[config.mk]
export PLATFORM = sky130hd
export DESIGN_NAME = mem_stage_ctrl_flat
export DESIGN_NICKNAME = d
export VERILOG_FILES = /design/src/rtl/mem_stage_ctrl_pkg.sv /design/src/rtl/mem_stage_ctrl_if.sv /design/src/rtl/mem_stage_ctrl_cache_array.sv /design/src/rtl/mem_stage_ctrl.sv /design/src/flat_wrapper.sv
export SDC_FILE = /design/constraint.sdc
export NUM_CORES = 1
export LEC_CHECK = 0
export ABC_CLOCK_PERIOD_IN_PS = 10800
export BUFFER_PORTS_ARGS = -buffer_cell sky130_fd_sc_hd__buf_4
export CAP_MARGIN = 40
export CELL_PAD_IN_SITES_DETAIL_PLACEMENT = 1
export CELL_PAD_IN_SITES_GLOBAL_PLACEMENT = 1
export CORE_ASPECT_RATIO = 1.4
export CORE_MARGIN = 4
export CORE_UTILIZATION = 53
export DETAILED_ROUTE_END_ITERATION = 10
export GPL_TIMING_DRIVEN = 0
export PLACE_DENSITY_LB_ADDON = 0.1
export SLEW_MARGIN = 20
export SYNTH_ARGS = -nofsm -noshare
export SYNTH_HDL_FRONTEND = slang
export SYNTH_HIERARCHICAL = 1
export SYNTH_SLANG_ARGS = --single-unit
[constraint.sdc]
create_clock -name clk -period 10.8 [get_ports clk]
set_input_delay 1.08 -clock clk [delete_from_list [all_inputs] [get_ports clk]]
set_output_delay 1.08 -clock clk [all_outputs]
set_load 0.05 [all_outputs]
[src/rtl/mem_stage_ctrl_pkg.sv]
`default_nettype none
// ============================================================================
// Module      : mem_ctrl_pkg
// Description : Shared types and address/byte helpers for the MEM-stage cache.
// Revision    : 1.0 - initial release
// ============================================================================
package mem_ctrl_pkg;

    typedef enum logic [1:0] {
        IDLE      = 2'd0,
        WRITEBACK = 2'd1,
        FILL      = 2'd2
    } mem_state_t;

    function automatic logic [31:0] get_index(input logic [31:0] addr,
                                              input int unsigned idx_bits);
        return (addr >> 2) & ((32'd1 << idx_bits) - 32'd1);
    endfunction

    function automatic logic [31:0] get_tag(input logic [31:0] addr,
                                            input int unsigned idx_bits);
        return addr >> (idx_bits + 2);
    endfunction

    // Little-endian lane select, zero-extended to a full word.
    function automatic logic [31:0] byte_select(input logic [31:0] word,
                                                input logic [1:0]  lane);
        logic [31:0] shifted;
        shifted = word >> {lane, 3'b000};
        return {24'd0, shifted[7:0]};
    endfunction

    function automatic logic [31:0] byte_merge(input logic [31:0] word,
                                               input logic [7:0]  data,
                                               input logic [1:0]  lane);
        logic [31:0] mask;
        mask = 32'h0000_00FF << {lane, 3'b000};
        return (word & ~mask) | ({24'd0, data} << {lane, 3'b000});
    endfunction

endpackage
`default_nettype wire

[src/rtl/mem_stage_ctrl_if.sv]
`default_nettype none
// ============================================================================
// Module      : mem_stage_ctrl_if
// Description : EX/MEM request, stall/load-data return and main-memory bus.
// Revision    : 1.0 - initial release
// ============================================================================
interface mem_stage_ctrl_if;

    logic        req_valid;
    logic        req_store;
    logic        is_word;
    logic [31:0] addr;
    logic [31:0] wdata;
    logic        lock;
    logic [31:0] load_data;
    logic [31:0] mem_addr;
    logic [31:0] mem_wdata;
    logic        mem_we;
    logic [31:0] mem_rdata;

    // The master side is the pipeline plus the main memory it fronts.
    modport master (
        output req_valid, req_store, is_word, addr, wdata, mem_rdata,
        input  lock, load_data, mem_addr, mem_wdata, mem_we
    );

    modport slave (
        input  req_valid, req_store, is_word, addr, wdata, mem_rdata,
        output lock, load_data, mem_addr, mem_wdata, mem_we
    );

endinterface
`default_nettype wire

[src/rtl/mem_stage_ctrl_cache_array.sv]
`default_nettype none
// ============================================================================
// Module      : cache_array
// Description : Direct-mapped tag/data/valid/dirty storage, one write port.
// Revision    : 1.0 - initial release
// ============================================================================
module cache_array #(
    parameter int LINES = 16,
    parameter int IDXW  = 4,
    parameter int TAGW  = 26
) (
    input  wire logic            clk,
    input  wire logic            rst_b,
    input  wire logic [IDXW-1:0] idx,
    output logic      [TAGW-1:0] rd_tag,
    output logic      [31:0]     rd_data,
    output logic                 rd_valid,
    output logic                 rd_dirty,
    input  wire logic            we,
    input  wire logic [TAGW-1:0] wr_tag,
    input  wire logic [31:0]     wr_data,
    input  wire logic            wr_valid,
    input  wire logic            wr_dirty
);

    logic [LINES-1:0] valid_q, valid_d;
    logic [LINES-1:0] dirty_q, dirty_d;
    logic [TAGW-1:0]  tag_q  [LINES];
    logic [31:0]      data_q [LINES];

    always_comb begin
        valid_d = valid_q;
        dirty_d = dirty_q;
        if (we) begin
            valid_d[idx] = wr_valid;
            dirty_d[idx] = wr_dirty;
        end
    end

    always_ff @(posedge clk or posedge rst_b) begin
        if (rst_b) begin
            valid_q <= '0;
            dirty_q <= '0;
        end else begin
            valid_q <= valid_d;
            dirty_q <= dirty_d;
        end
    end

    // Tag and data contents are meaningless until valid is set, so no reset.
    always_ff @(posedge clk) begin
        if (we) begin
            tag_q[idx]  <= wr_tag;
            data_q[idx] <= wr_data;
        end
    end

    assign rd_tag   = tag_q[idx];
    assign rd_data  = data_q[idx];
    assign rd_valid = valid_q[idx];
    assign rd_dirty = dirty_q[idx];

endmodule
`default_nettype wire

[src/rtl/mem_stage_ctrl.sv]
`default_nettype none
// ============================================================================
// Module      : mem_stage_ctrl
// Description : MEM-stage write-back/write-allocate cache with pipeline stall.
// Revision    : 1.0 - initial release
// ============================================================================
module mem_stage_ctrl
    import mem_ctrl_pkg::*;
#(
    parameter int LINES       = 16,
    parameter int MEM_LATENCY = 4
) (
    input  wire logic        clk,
    input  wire logic        rst_b,
    mem_stage_ctrl_if.slave  bus
);

    localparam int unsigned c_idx_w = $clog2(LINES);
    localparam int unsigned c_tag_w = 30 - c_idx_w;
    localparam int unsigned c_cnt_w = (MEM_LATENCY > 1) ? $clog2(MEM_LATENCY) : 1;
    localparam logic [c_cnt_w-1:0] c_cnt_last = c_cnt_w'(MEM_LATENCY - 1);

    mem_state_t           state_q, state_d;
    logic [c_cnt_w-1:0]   cnt_q, cnt_d;

    logic [c_idx_w-1:0]   w_index;
    logic [c_tag_w-1:0]   w_tag;
    logic [1:0]           w_offset;
    logic                 w_hit;
    logic                 w_last;

    logic [c_tag_w-1:0]   rd_tag;
    logic [31:0]          rd_data;
    logic                 rd_valid;
    logic                 rd_dirty;
    logic                 arr_we;
    logic [c_tag_w-1:0]   wr_tag;
    logic [31:0]          wr_data;
    logic                 wr_valid;
    logic                 wr_dirty;

    logic                 w_lock;
    logic [31:0]          w_load_data;
    logic [31:0]          w_mem_addr;
    logic [31:0]          w_mem_wdata;
    logic                 w_mem_we;

    assign w_index  = c_idx_w'(get_index(bus.addr, c_idx_w));
    assign w_tag    = c_tag_w'(get_tag(bus.addr, c_idx_w));
    assign w_offset = bus.addr[1:0];
    assign w_hit    = bus.req_valid & rd_valid & (rd_tag == w_tag);
    assign w_last   = (cnt_q == c_cnt_last);

    cache_array #(
        .LINES (LINES),
        .IDXW  (c_idx_w),
        .TAGW  (c_tag_w)
    ) u_cache_array (
        .clk      (clk),
        .rst_b    (rst_b),
        .idx      (w_index),
        .rd_tag   (rd_tag),
        .rd_data  (rd_data),
        .rd_valid (rd_valid),
        .rd_dirty (rd_dirty),
        .we       (arr_we),
        .wr_tag   (wr_tag),
        .wr_data  (wr_data),
        .wr_valid (wr_valid),
        .wr_dirty (wr_dirty)
    );

    always_comb begin
        state_d     = state_q;
        cnt_d       = cnt_q;
        arr_we      = 1'b0;
        wr_tag      = rd_tag;
        wr_data     = rd_data;
        wr_valid    = rd_valid;
        wr_dirty    = rd_dirty;
        w_lock      = 1'b0;
        w_load_data = 32'd0;
        w_mem_addr  = 32'd0;
        w_mem_wdata = 32'd0;
        w_mem_we    = 1'b0;

        case (state_q)
            IDLE: begin
                if (bus.req_valid) begin
                    if (w_hit) begin
                        if (bus.req_store) begin
                            arr_we   = 1'b1;
                            wr_data  = bus.is_word ? bus.wdata
                                                   : byte_merge(rd_data, bus.wdata[7:0], w_offset);
                            wr_dirty = 1'b1;
                        end else begin
                            w_load_data = bus.is_word ? rd_data : byte_select(rd_data, w_offset);
                        end
                    end else begin
                        w_lock  = 1'b1;
                        cnt_d   = '0;
                        state_d = (rd_valid && rd_dirty) ? WRITEBACK : FILL;
                    end
                end
            end

            WRITEBACK: begin
                w_lock      = 1'b1;
                w_mem_we    = 1'b1;
                w_mem_addr  = {rd_tag, w_index, 2'b00};
                w_mem_wdata = rd_data;
                if (w_last) begin
                    arr_we   = 1'b1;
                    wr_dirty = 1'b0;
                    cnt_d    = '0;
                    state_d  = FILL;
                end else begin
                    cnt_d = cnt_q + c_cnt_w'(1);
                end
            end

            FILL: begin
                w_lock     = 1'b1;
                w_mem_addr = {bus.addr[31:2], 2'b00};
                // A store miss only allocates here; the merge is a hit in IDLE.
                if (w_last) begin
                    arr_we   = 1'b1;
                    wr_tag   = w_tag;
                    wr_data  = bus.mem_rdata;
                    wr_valid = 1'b1;
                    wr_dirty = 1'b0;
                    cnt_d    = '0;
                    state_d  = IDLE;
                end else begin
                    cnt_d = cnt_q + c_cnt_w'(1);
                end
            end

            default: begin
                cnt_d   = '0;
                state_d = IDLE;
            end
        endcase

        // Outputs are quiet for the whole reset pulse, not just after it.
        if (rst_b) begin
            arr_we      = 1'b0;
            w_lock      = 1'b0;
            w_load_data = 32'd0;
            w_mem_addr  = 32'd0;
            w_mem_wdata = 32'd0;
            w_mem_we    = 1'b0;
        end
    end

    always_ff @(posedge clk or posedge rst_b) begin
        if (rst_b) begin
            state_q <= IDLE;
            cnt_q   <= '0;
        end else begin
            state_q <= state_d;
            cnt_q   <= cnt_d;
        end
    end

    assign bus.lock      = w_lock;
    assign bus.load_data = w_load_data;
    assign bus.mem_addr  = w_mem_addr;
    assign bus.mem_wdata = w_mem_wdata;
    assign bus.mem_we    = w_mem_we;

endmodule
`default_nettype wire

[src/flat_wrapper.sv]
// flat-port wrapper written by rule: the top's interface ports become plain ports
module mem_stage_ctrl_flat import mem_ctrl_pkg::*;
#(
    parameter int LINES       = 16,
    parameter int MEM_LATENCY = 4
)
  (clk, rst_b, bus_req_valid, bus_req_store, bus_is_word, bus_addr, bus_wdata, bus_mem_rdata, bus_lock, bus_load_data, bus_mem_addr, bus_mem_wdata, bus_mem_we);
  mem_stage_ctrl_if bus_i ();
  input  wire logic clk;
  input  wire logic rst_b;
  input wire logic [$bits(bus_i.req_valid)-1:0] bus_req_valid;
  input wire logic [$bits(bus_i.req_store)-1:0] bus_req_store;
  input wire logic [$bits(bus_i.is_word)-1:0] bus_is_word;
  input wire logic [$bits(bus_i.addr)-1:0] bus_addr;
  input wire logic [$bits(bus_i.wdata)-1:0] bus_wdata;
  input wire logic [$bits(bus_i.mem_rdata)-1:0] bus_mem_rdata;
  output wire logic [$bits(bus_i.lock)-1:0] bus_lock;
  output wire logic [$bits(bus_i.load_data)-1:0] bus_load_data;
  output wire logic [$bits(bus_i.mem_addr)-1:0] bus_mem_addr;
  output wire logic [$bits(bus_i.mem_wdata)-1:0] bus_mem_wdata;
  output wire logic [$bits(bus_i.mem_we)-1:0] bus_mem_we;
  assign bus_i.req_valid = bus_req_valid;
  assign bus_i.req_store = bus_req_store;
  assign bus_i.is_word = bus_is_word;
  assign bus_i.addr = bus_addr;
  assign bus_i.wdata = bus_wdata;
  assign bus_i.mem_rdata = bus_mem_rdata;
  assign bus_lock = bus_i.lock;
  assign bus_load_data = bus_i.load_data;
  assign bus_mem_addr = bus_i.mem_addr;
  assign bus_mem_wdata = bus_i.mem_wdata;
  assign bus_mem_we = bus_i.mem_we;
  mem_stage_ctrl #(.LINES(LINES), .MEM_LATENCY(MEM_LATENCY)) u_core (.clk(clk), .rst_b(rst_b), .bus(bus_i));
endmodule
== Word level (Yosys, flattened, before mapping) ==
Memories as Yosys holds them, arrays and structs flattened.
Cells that the tools add are included.

* Register bits: 36
* RAM bits: 928
* Output and inout port bits: 98
* Memories: 2

{| class="wikitable"
|+ Memory list
! memory !! depth !! bits a word !! read ports !! clocked after Yosys merged registers in !! wr ports !! RTL line !! source
|-
| u_core.u_cache_array.data_q || 16 || 32 || 1 || 0 || 1 || mem_stage_ctrl_cache_array.sv:29 || <nowiki>logic [31:0] data_q [LINES];</nowiki>
|-
| u_core.u_cache_array.tag_q || 16 || 26 || 1 || 0 || 1 || mem_stage_ctrl_cache_array.sv:28 || <nowiki>logic [TAGW-1:0] tag_q [LINES];</nowiki>
|}

* Add/sub/neg operators: 1
* Order comparisons: 2
* Equality and inequality tests: 8
* Shift operators: 3
* Multiplexer cells: 57
* Bitwise operators: 5
* Reduce and logical (&&, ||, !) cells: 6

{| class="wikitable"
|+ Operator list
! cell !! count
|-
| 32-bit two-way mux || 14
|-
| 32-bit case mux with 2 select lines || 2
|-
| 26-bit two-way mux || 2
|-
| 32-bit AND || 1
|-
| 16-bit bitwise mux || 2
|-
| 32-bit NOT || 1
|-
| 32-bit OR || 1
|-
| 8-bit by 5-bit left shift with 32-bit output || 1
|-
| 8-bit by 5-bit left shift with 32-bit output (first input constant) || 1
|-
| 32-bit by 5-bit >> shifter with 8-bit output || 1
|-
| 26-bit == test || 1
|-
| 1-bit two-way mux || 21
|-
| 2-bit two-way mux || 8
|-
| 1-bit binary-select mux with 4-bit select || 2
|-
| 1-bit case mux with 2 select lines || 3
|-
| 2-bit case mux with 3 select lines || 1
|-
| 4-bit by 5-bit < comparator with 1-bit output (second input constant) || 1
|-
| 1-bit demux with 4-bit select || 1
|-
| 2-bit == test (second input constant) || 2
|-
| 4-bit by 1-bit greater-or-equal comparator with 1-bit output (second input constant) || 1
|-
| 2-bit by 1-bit != test with 1-bit output (second input constant) || 2
|-
| 2-bit != test (second input constant) || 2
|-
| 2-bit case mux with 2 select lines || 1
|-
| 4-bit AND reduction || 1
|-
| 7 further kinds || 9
|}

== Logic depth before layout (Yosys ltp) ==
Gate-level depths: netlist of run 1.

* Depth in word-level cells: 10
* Depth in mapped cells: 17
* Depth with buffers taken out: 12

== Hierarchy ==
Netlist of run 1, hierarchy kept.

{| class="wikitable"
|+ Modules (own cells, without submodules)
! module !! times used !! cells an instance !! area an instance (um^2) !! seq. area each (um^2)
|-
| cache_array || 1 || 1534 || 36224.7 || 28667.5
|-
| mem_stage_ctrl || 1 || 552 || 3360.7 || 100.1
|}

== Least setup slack after synthesis of run 1 ==
Ideal clock, no wire load.

* Kind: input to register
* Start: input port bus_addr[2]
* End: register u_core.u_cache_array.dirty_q[3]
* Library setup time: 85 ps
* Arrival: 9061 ps
* Data required time: 10715 ps
* Setup slack: 1654 ps
* Stages on the path: 17
* Buffers on the path: 5
* Path through: buf_2 buf_6 buf_2 mux4_2 a22oi_1 nand2_1 xor2_1 nor4_1 nand3_1 nor3_2 buf_6 buf_8 a22oi_1 nor3_1 nand2_1 nor3_1 mux2_2

* Elaborated cells on any way between the ends: 23
* Those cells by class: order compare (2); eq/ne (1); mux (16); bitwise (2); reduce/logical (1); memory (1)

{| class="wikitable"
|+ RTL lines
! item !! RTL line !! source
|-
| from (decl) || flat_wrapper.sv:14 || <nowiki>input wire logic [$bits(bus_i.addr)-1:0] bus_addr;</nowiki>
|-
| memory read 16 x 26 bit || -- ||
|-
| via u_core.rd_tag[5] || mem_stage_ctrl.sv:32 || <nowiki>logic [c_tag_w-1:0] rd_tag;</nowiki>
|-
| 26-bit == test || mem_stage_ctrl.sv:51 || <nowiki>assign w_hit = bus.req_valid & rd_valid & (rd_tag == w_tag);</nowiki>
|-
| 1-bit AND || mem_stage_ctrl.sv:51 ||
|-
| 1-bit two-way mux || mem_stage_ctrl.sv:90 || <nowiki>if (w_hit) begin</nowiki>
|-
| 1-bit two-way mux || mem_stage_ctrl.sv:89 || <nowiki>if (bus.req_valid) begin</nowiki>
|-
| 1-bit case mux with 2 select lines || mem_stage_ctrl.sv:87 || <nowiki>case (state_q)</nowiki>
|-
| 1-bit two-way mux || mem_stage_ctrl.sv:146 || <nowiki>if (rst_b) begin</nowiki>
|-
| via u_core.arr_we || mem_stage_ctrl.sv:36 || <nowiki>logic arr_we;</nowiki>
|-
| to (signal assigned) || mem_stage_ctrl_cache_array.sv:46 || <nowiki>dirty_q <= dirty_d;</nowiki>
|-
| to (decl) || mem_stage_ctrl_cache_array.sv:27 || <nowiki>logic [LINES-1:0] dirty_q, dirty_d;</nowiki>
|}

The timed path passes the listed nets, and every way through them passes these cells. The select of a mux whose other input is x is not followed.
A chain may end at the register's enable or synchronous reset.

== Final worst setup path of run 1 ==
* Start: input port bus_addr[5]
* End: output port bus_load_data[15]

* Elaborated cells on any way between the ends: 13
* Those cells by class: eq/ne (1); mux (8); bitwise (2); memory (2)

{| class="wikitable"
|+ RTL lines
! item !! RTL line !! source
|-
| memory read 16 x 26 bit || -- ||
|-
| via u_core.rd_tag[5] || mem_stage_ctrl.sv:32 ||
|-
| 26-bit == test || mem_stage_ctrl.sv:51 ||
|-
| 1-bit AND || mem_stage_ctrl.sv:51 ||
|-
| 32-bit two-way mux || mem_stage_ctrl.sv:90 ||
|-
| 32-bit two-way mux || mem_stage_ctrl.sv:89 ||
|-
| 32-bit two-way mux || mem_stage_ctrl.sv:87 ||
|-
| 32-bit two-way mux || mem_stage_ctrl.sv:146 ||
|-
| to (decl) || flat_wrapper.sv:18 || <nowiki>output wire logic [$bits(bus_i.load_data)-1:0] bus_load_data;</nowiki>
|}

The timed path passes the listed nets, and every way through them passes these cells. The select of a mux whose other input is x is not followed.

==> results.py, run 1 <==
metrics = {
    "sta": {
        "fin_crit_sh_pct": 70.9,
        "finalHoldViolations": 0,
        "drv_slew": 0,
        "max_freq_mhz": 131,
        "setup_slack_ns": 3.14,
        "max_slew_margin_pct": 39.9,
        "worstMarginPinSlew_ns": 0.892,
        "holdWs_ns": 0.415,
        "layout_min_cycle_time_ns": 7.66,
        "fin_worst_skew_ns": 0.0340,
        "rsz0062_at_grt": "false",
        "setup_viol": 0,
    },
    "yosys": {
        "avgSynthCellArea_um2": 19.0,
        "synth_edf_count": 928,
        "yosysWarnings": 6,
        "synthArstFlopShare_pct": 3.73,
        "synth_seq_area_share_pct": 72.7,
        "netlist_area_mm2": 0.0396,
        "syn_inst": 2086,
        "synth_seq_cells": 964,
        "synth_area_leader_cell": "edfxtp_1",
        "synth_cell_types": 49,
        "ys_top_cells_by_area": "edfxtp_1 70%, mux4_2 14%, a22oi_1 3.5%, dfrtp_1 2.3%, nand2_1 1.6%",
        "ys.flop_type": "edfxtp_1",
        "yosysTopAreaCellShare_pct": 70.4,
    },
    "power_and_ir_drop": {
        "p_per_area_mw_per_mm2": 188,
        "power_leakage_nw": 15.8,
        "vdd_drop_max_v": 0.000122,
    },
    "place": {
        "hpwl_um": 81900,
        "place_ws_ns": 2.19,
        "port_buffers": 196,
        "place.gp.congestion": 0.893,
    },
    "global_route": {
        "grt.total_usage_pct": 30.5,
        "overflow": 0,
        "grt_max_degree": 40,
        "grt_pass1_vias": 24500,
        "antenna_found_initial": 4,
        "grt_pass1_wl_um": 174000,
    },
    "final_layout": {
        "drive_gt1_share_pct": 30.8,
        "syn_to_final_growth_pct": 17.7,
        "final_cell_mix": "928 x edfxtp_1, 255 x buf_4, 240 x mux4_2",
        "final_common_cell": "edfxtp_1",
        "nets": 2583,
    },
    "clocking": {
        "cts_tree": "done",
        "cts_inserted_buffers": 87,
        "clock_sinks": 964,
        "post_cts_resized": 0,
        "insertion_delay_ns": 0.68,
        "cts.clk_slew.worst_paths_ns": 0.07,
        "postCtsHoldBufs": 0,
        "clockRootBuffer": "clkbuf_16",
        "cts_setup_buffers": 0,
        "cts_buffer_depth": 3,
        "cts_max_level": 3,
    },
    "route": {
        "drt_pass1_iterations": 6,
        "routed.top_layer": "met5",
        "wire_per_inst_um": 34.4,
        "drt-total-wl_um": 121000,
        "drc": 0,
        "drt-met1-wl_um": 44000,
        "first_iter_violations": 2406,
        "viasPerCell": 6.48,
        "vias": 22700,
        "wl_met2_um": 63100,
        "route.met3.wl_um": 9680,
        "final_antenna_net_count": 0,
    },
    "die": {
        "die_area_mm2": 0.0792,
        "initial_utilization_pct": 53.5,
        "num_rows": 118,
        "coreArea_mm2": 0.0740,
        "die-width_um": 239,
        "ioPinCount": 199,
        "die_h_um": 331,
    },
    "critical_path": {
        "worstSetupPathType": "input port to primary output",
        "required_ns": 9.72,
        "cp-start-kind": "input port",
        "crit_arrival_ns": 6.58,
        "cp-end-kind": "primary output",
        "critPathMaxFanout": 10,
    },
    "min_path": {
        "hold_path_class": "input port to async pin",
    },
    "outcome": {
        "run_status": "completed",
    },
    "job": {
        "cap_violations": 0,
    },
}
-- cell type report --
type | instances | area, um^2
antenna | 1 | 2.50
buffer | 131 | 701
clock buffer | 104 | 2250
clock inverter | 55 | 544
fill | 6321 | 27400
inverter | 15 | 78.8
multi-input combinational | 977 | 10200
sequential | 964 | 28800
tap | 960 | 1200
timing repair buffer | 301 | 2880
-- sequential cells by signal, indices dropped and copies added (netlist names) --
| register | count |
|---|---|
| u_core/state_q | 2 |
| u_core/u_cache_array/tag_q | 416 |
| u_core/cnt_q | 2 |
| u_core/u_cache_array/data_q | 512 |
| u_core/u_cache_array/valid_q | 16 |
| u_core/u_cache_array/dirty_q | 16 |
-- path summary, 6_finish.rpt --
path,start,to,slack (ns),depth (start not counted)
worst max-delay path,bus_addr[5],bus_load_data[15],3.14,14
worst min-delay path,rst_b,u_core/state_q[0],0.42,2
worst max register to register,u_core/u_cache_array/tag_q[3][5],u_core/u_cache_array/tag_q[3][5],4.64,17
worst min register to register,u_core/u_cache_array/valid_q[11],u_core/u_cache_array/valid_q[11],0.51,1
max in group asynchronous,rst_b,u_core/u_cache_array/dirty_q[0],9.72,2
min in group clk,u_core/u_cache_array/valid_q[11],u_core/u_cache_array/valid_q[11],0.51,1
-- report_power, final --
part | total (mW) | leakage, nW | switching (mW) | internal, mW
sequential | 4.45 | 8.87 | 0.00746 | 4.44
clock | 3.06 | 1.36 | 1.39 | 1.67
combinational | 1.24 | 5.61 | 0.895 | 0.342
-- cell usage after synthesis (2+ instances only) --
| master | n |
|---|---|
| buf_6 | 12 |
| nand2b_1 | 16 |
| mux2_2 | 41 |
| a22oi_1 | 186 |
| nand2_1 | 167 |
| buf_4 | 12 |
| clkbuf_2 | 2 |
| nor3_1 | 6 |
| o21a_1 | 2 |
| buf_1 | 14 |
| edfxtp_1 | 928 |
| inv_1 | 14 |
| buf_12 | 2 |
| dfrtp_1 | 36 |
| o21ai_1 | 26 |
| nand3b_1 | 2 |
| nor2b_1 | 7 |
| o21ai_0 | 33 |
| clkbuf_1 | 66 |
| a21oi_1 | 16 |
| nor4_1 | 6 |
| mux2i_1 | 36 |
| xor2_1 | 26 |
| nor2_1 | 59 |
| or3_1 | 5 |
| buf_2 | 22 |
| a21o_1 | 4 |
| nand3_1 | 4 |
| and2_1 | 70 |
| ha_1 | 5 |
| o31ai_1 | 4 |
| mux4_2 | 240 |
-- critical path: stages --
cell and delay [ns]:
buf_4 0.15, clkbuf_1 0.25, nor2_1 0.74, clkbuf_1 0.69, a22oi_1 0.31, nand2_1 0.30
xor2_1 0.20, nor4_1 0.59, nand3_1 0.55, nor2_2 0.40, and4_1 0.42, clkbuf_2 0.40
and2_1 0.24, buf_4 0.22
-- per-stage QoR --
step,std cells,power (mW),instance area [um^2],util [%],setup TNS (ns)
global route,3507,9.05,46600,63.0,0
detailed placement,3334,5.72,43600,59.0,0
floorplan,2087,5.18,39600,-,0
global placement,3243,5.60,42300,57.1,-1797.90
CTS,3493,8.76,46400,62.8,0
finish,3508,8.75,46600,63.0,0
-- per-layer routing --
layer	track usage (%)	vias up
li1	-	9268
met3	4.88	203
met4	9.46	2
met5	0	-
met2	52.9	1235
met1	39.9	12000
-- kinds of logic after synthesis --
| family | after synthesis | share of synthesized area, % |
|---|---|---|
| DFF | 964 | 72.7 |
| and+or+nand+nor | 350 | 4.13 |
| muxes | 318 | 15.8 |
| AOI/OAI and AO/OA | 276 | 4.78 |
| buffers and inverters | 146 | 1.91 |
| xor gates and xnor gates | 26 | 0.575 |
| adders and majority gates | 5 | 0.158 |
| other | 1 | 0.00947 |
(Power assumes the default switching activity.)
==> run 2, diff against run 1 <==
--- a/config.mk
+++ b/config.mk
@@ -5,7 +5,7 @@
 export SDC_FILE = /design/constraint.sdc
 export NUM_CORES = 1
 export LEC_CHECK = 0
-export ABC_CLOCK_PERIOD_IN_PS = 10800
+export ABC_CLOCK_PERIOD_IN_PS = 7600
 export BUFFER_PORTS_ARGS = -buffer_cell sky130_fd_sc_hd__buf_4
 export CAP_MARGIN = 40
 export CELL_PAD_IN_SITES_DETAIL_PLACEMENT = 1
==> constraint.sdc (replaced) <==
create_clock -name clk -period 7.6 [get_ports clk]
set_input_delay 0.76 -clock clk [delete_from_list [all_inputs] [get_ports clk]]
set_output_delay 0.76 -clock clk [all_outputs]
set_load 0.05 [all_outputs]
==> results.py, run 2 (synthesis results as in run 1) <==
metrics = {
    "outcome": {
        "run_status": "completed",
    },
    "final_layout": {
        "final_cell_mix": "928 x edfxtp_1, 261 x buf_4, 240 x mux4_2",
        "drive_gt1_share_pct": 31.8,
        "fin_cells": 3520,
        "syn_to_final_growth_pct": 18.6,
        "final_common_cell": "edfxtp_1",
        "largest_register_ffs": 512,
        "design_area_mm2": 0.0469,
        "regMostFlops": "u_core/u_cache_array/data_q",
        "nets": 2591,
        "top_regs": "u_core/u_cache_array/data_q: 512 flops, u_core/u_cache_array/tag_q: 416 flops",
        "final_util_pct": 63.4,
    },
    "clocking": {
        "cts_inserted_buffers": 88,
        "cts_tree": "done",
        "clockRootBuffer": "clkbuf_16",
        "cts.clk_slew.worst_paths_ns": 0.07,
        "cts_setup_buffers": 0,
        "cts_max_level": 3,
        "clock_sinks": 964,
        "insertion_delay_ns": 0.66,
        "cts_buffer_depth": 3,
        "post_cts_resized": 0,
        "postCtsHoldBufs": 0,
    },
    "global_route": {
        "antenna_found_initial": 4,
        "grt_pass1_wl_um": 175000,
        "grt_max_degree": 36,
        "overflow": 0,
        "grt.total_usage_pct": 30.9,
        "grt_pass1_vias": 24600,
    },
    "critical_path": {
        "cp-start-kind": "input port",
        "critPathMaxFanout": 10,
        "crit_arrival_ns": 7.61,
        "cp-end-kind": "register",
        "required_ns": 7.95,
        "worstSetupPathType": "input port to register",
        "reg2regPathDepth": 17,
    },
    "place": {
        "place_ws_ns": -0.519,
        "placed_area_mm2": 0.0437,
        "port_buffers": 196,
        "hpwl_um": 82800,
        "place.gp.congestion": 0.943,
        "dp_cells": 3339,
    },
    "sta": {
        "layout_min_cycle_time_ns": 7.26,
        "drv_slew": 0,
        "finalHoldViolations": 0,
        "setup_tns_ns": 0,
        "fin_crit_sh_pct": 95.5,
        "holdWs_ns": 0.0986,
        "setup_viol": 0,
        "fin_worst_skew_ns": 0.0289,
        "worstMarginPinSlew_ns": 0.931,
        "max_slew_margin_pct": 37.3,
        "rsz0062_at_grt": "false",
        "setup_slack_ns": 0.339,
        "max_freq_mhz": 138,
    },
    "min_path": {
        "hold_path_class": "input port to async pin",
    },
    "die": {
        "ioPinCount": 199,
        "die_area_mm2": 0.0792,
        "coreArea_mm2": 0.0740,
        "die-width_um": 239,
        "die_h_um": 331,
        "num_rows": 118,
        "initial_utilization_pct": 53.5,
    },
    "power_and_ir_drop": {
        "power_switching_mw": 3.27,
        "power_frac_seq_pct": 49.5,
        "combinationalPowerShare_pct": 13.8,
        "p_per_area_mw_per_mm2": 272,
        "vdd_drop_max_v": 0.000157,
        "p_clk_share_pct": 36.6,
        "finalPower_mw": 12.8,
        "switching_share_pct": 25.6,
        "intPower_mw": 9.49,
        "power_leakage_nw": 16.0,
    },
    "route": {
        "drc": 0,
        "drt-total-wl_um": 123000,
        "viasPerCell": 6.53,
        "first_iter_violations": 2512,
        "wire_per_inst_um": 34.8,
        "final_antenna_net_count": 0,
        "drt_pass1_iterations": 5,
        "vias": 23000,
    },
    "job": {
        "cap_violations": 0,
    },
}
run 2: cell count changes in the layout (fill, tap and decap cells not counted), moves of 5 or more:
cell / previous run / this run
clkinv_1: 20 / 9
inv_6: 4 / 9
clkbuf_1: 82 / 76
clkbuf_16: 87 / 92
clkinv_2: 18 / 23
buf_4: 255 / 261
bufinv_16: 7 / 12
clkbuf_8: 1 / 6
run 2: path summary, 6_finish.rpt:
kind / startpoint / endpoint / slack (ns)
setup reg to reg: u_core/u_cache_array/tag_q[2][5] / u_core/u_cache_array/tag_q[9][8] / 1.31
min in group clk: u_core/u_cache_array/valid_q[12] / u_core/u_cache_array/valid_q[12] / 0.51
max in group asynchronous: rst_b / u_core/u_cache_array/valid_q[4] / 6.83
hold / removal: rst_b / u_core/cnt_q[1] / 0.1
setup / recovery: bus_addr[5] / u_core/u_cache_array/tag_q[9][8] / 0.34
hold reg to reg: u_core/u_cache_array/valid_q[12] / u_core/u_cache_array/valid_q[12] / 0.51
run 2: final cells by class:
| cell class | instances | area, um^2 |
|---|---|---|
| flip-flops and latches | 964 | 28800 |
| multi-input cells | 977 | 10200 |
| well taps | 960 | 1200 |
| diodes | 1 | 2.50 |
| clock buffers | 109 | 2430 |
| plain buffers | 131 | 701 |
| fillers | 6334 | 27000 |
| inverters | 15 | 83.8 |
| repair buffers | 308 | 2980 |
| clock inverters | 55 | 609 |
run 2: power by group through the flow:
stage / combinational, mW / sequential [mW] / clock, mW
6_report: 1.76 / 6.32 / 4.67
5_1_grt: 1.88 / 6.32 / 4.98
4_1_cts: 1.70 / 6.33 / 4.73
3_5_place_dp: 1.69 / 6.44 / 0
3_3_place_gp: 1.50 / 6.45 / 0
2_1_floorplan: 0.929 / 6.44 / 0
run 2: critical path, cell delays in order:
cell and delay [ns]:
buf_4 0.15, clkbuf_1 0.27, nor2_1 0.69, clkbuf_1 0.64, a22oi_1 0.24, nand2_1 0.28, xor2_1 0.21, nor4_1 0.63
nand3_1 0.56, nor3_2 0.32, buf_6 0.21, buf_8 0.18, a22oi_1 0.09, nor3_1 0.42, clkbuf_2 0.29, nand2_1 0.20
nor3_2 0.66, buf_4 0.35, buf_4 0.23, buf_4 0.19
run 2: layer usage:
metal	vias up	GRT usage (%)	routed length [um]
met3	288	5.99	10100
met2	1329	53.5	63500
met4	0	11.5	4940
met1	12100	39.1	44000
met5	-	0	0
li1	9281	-	-
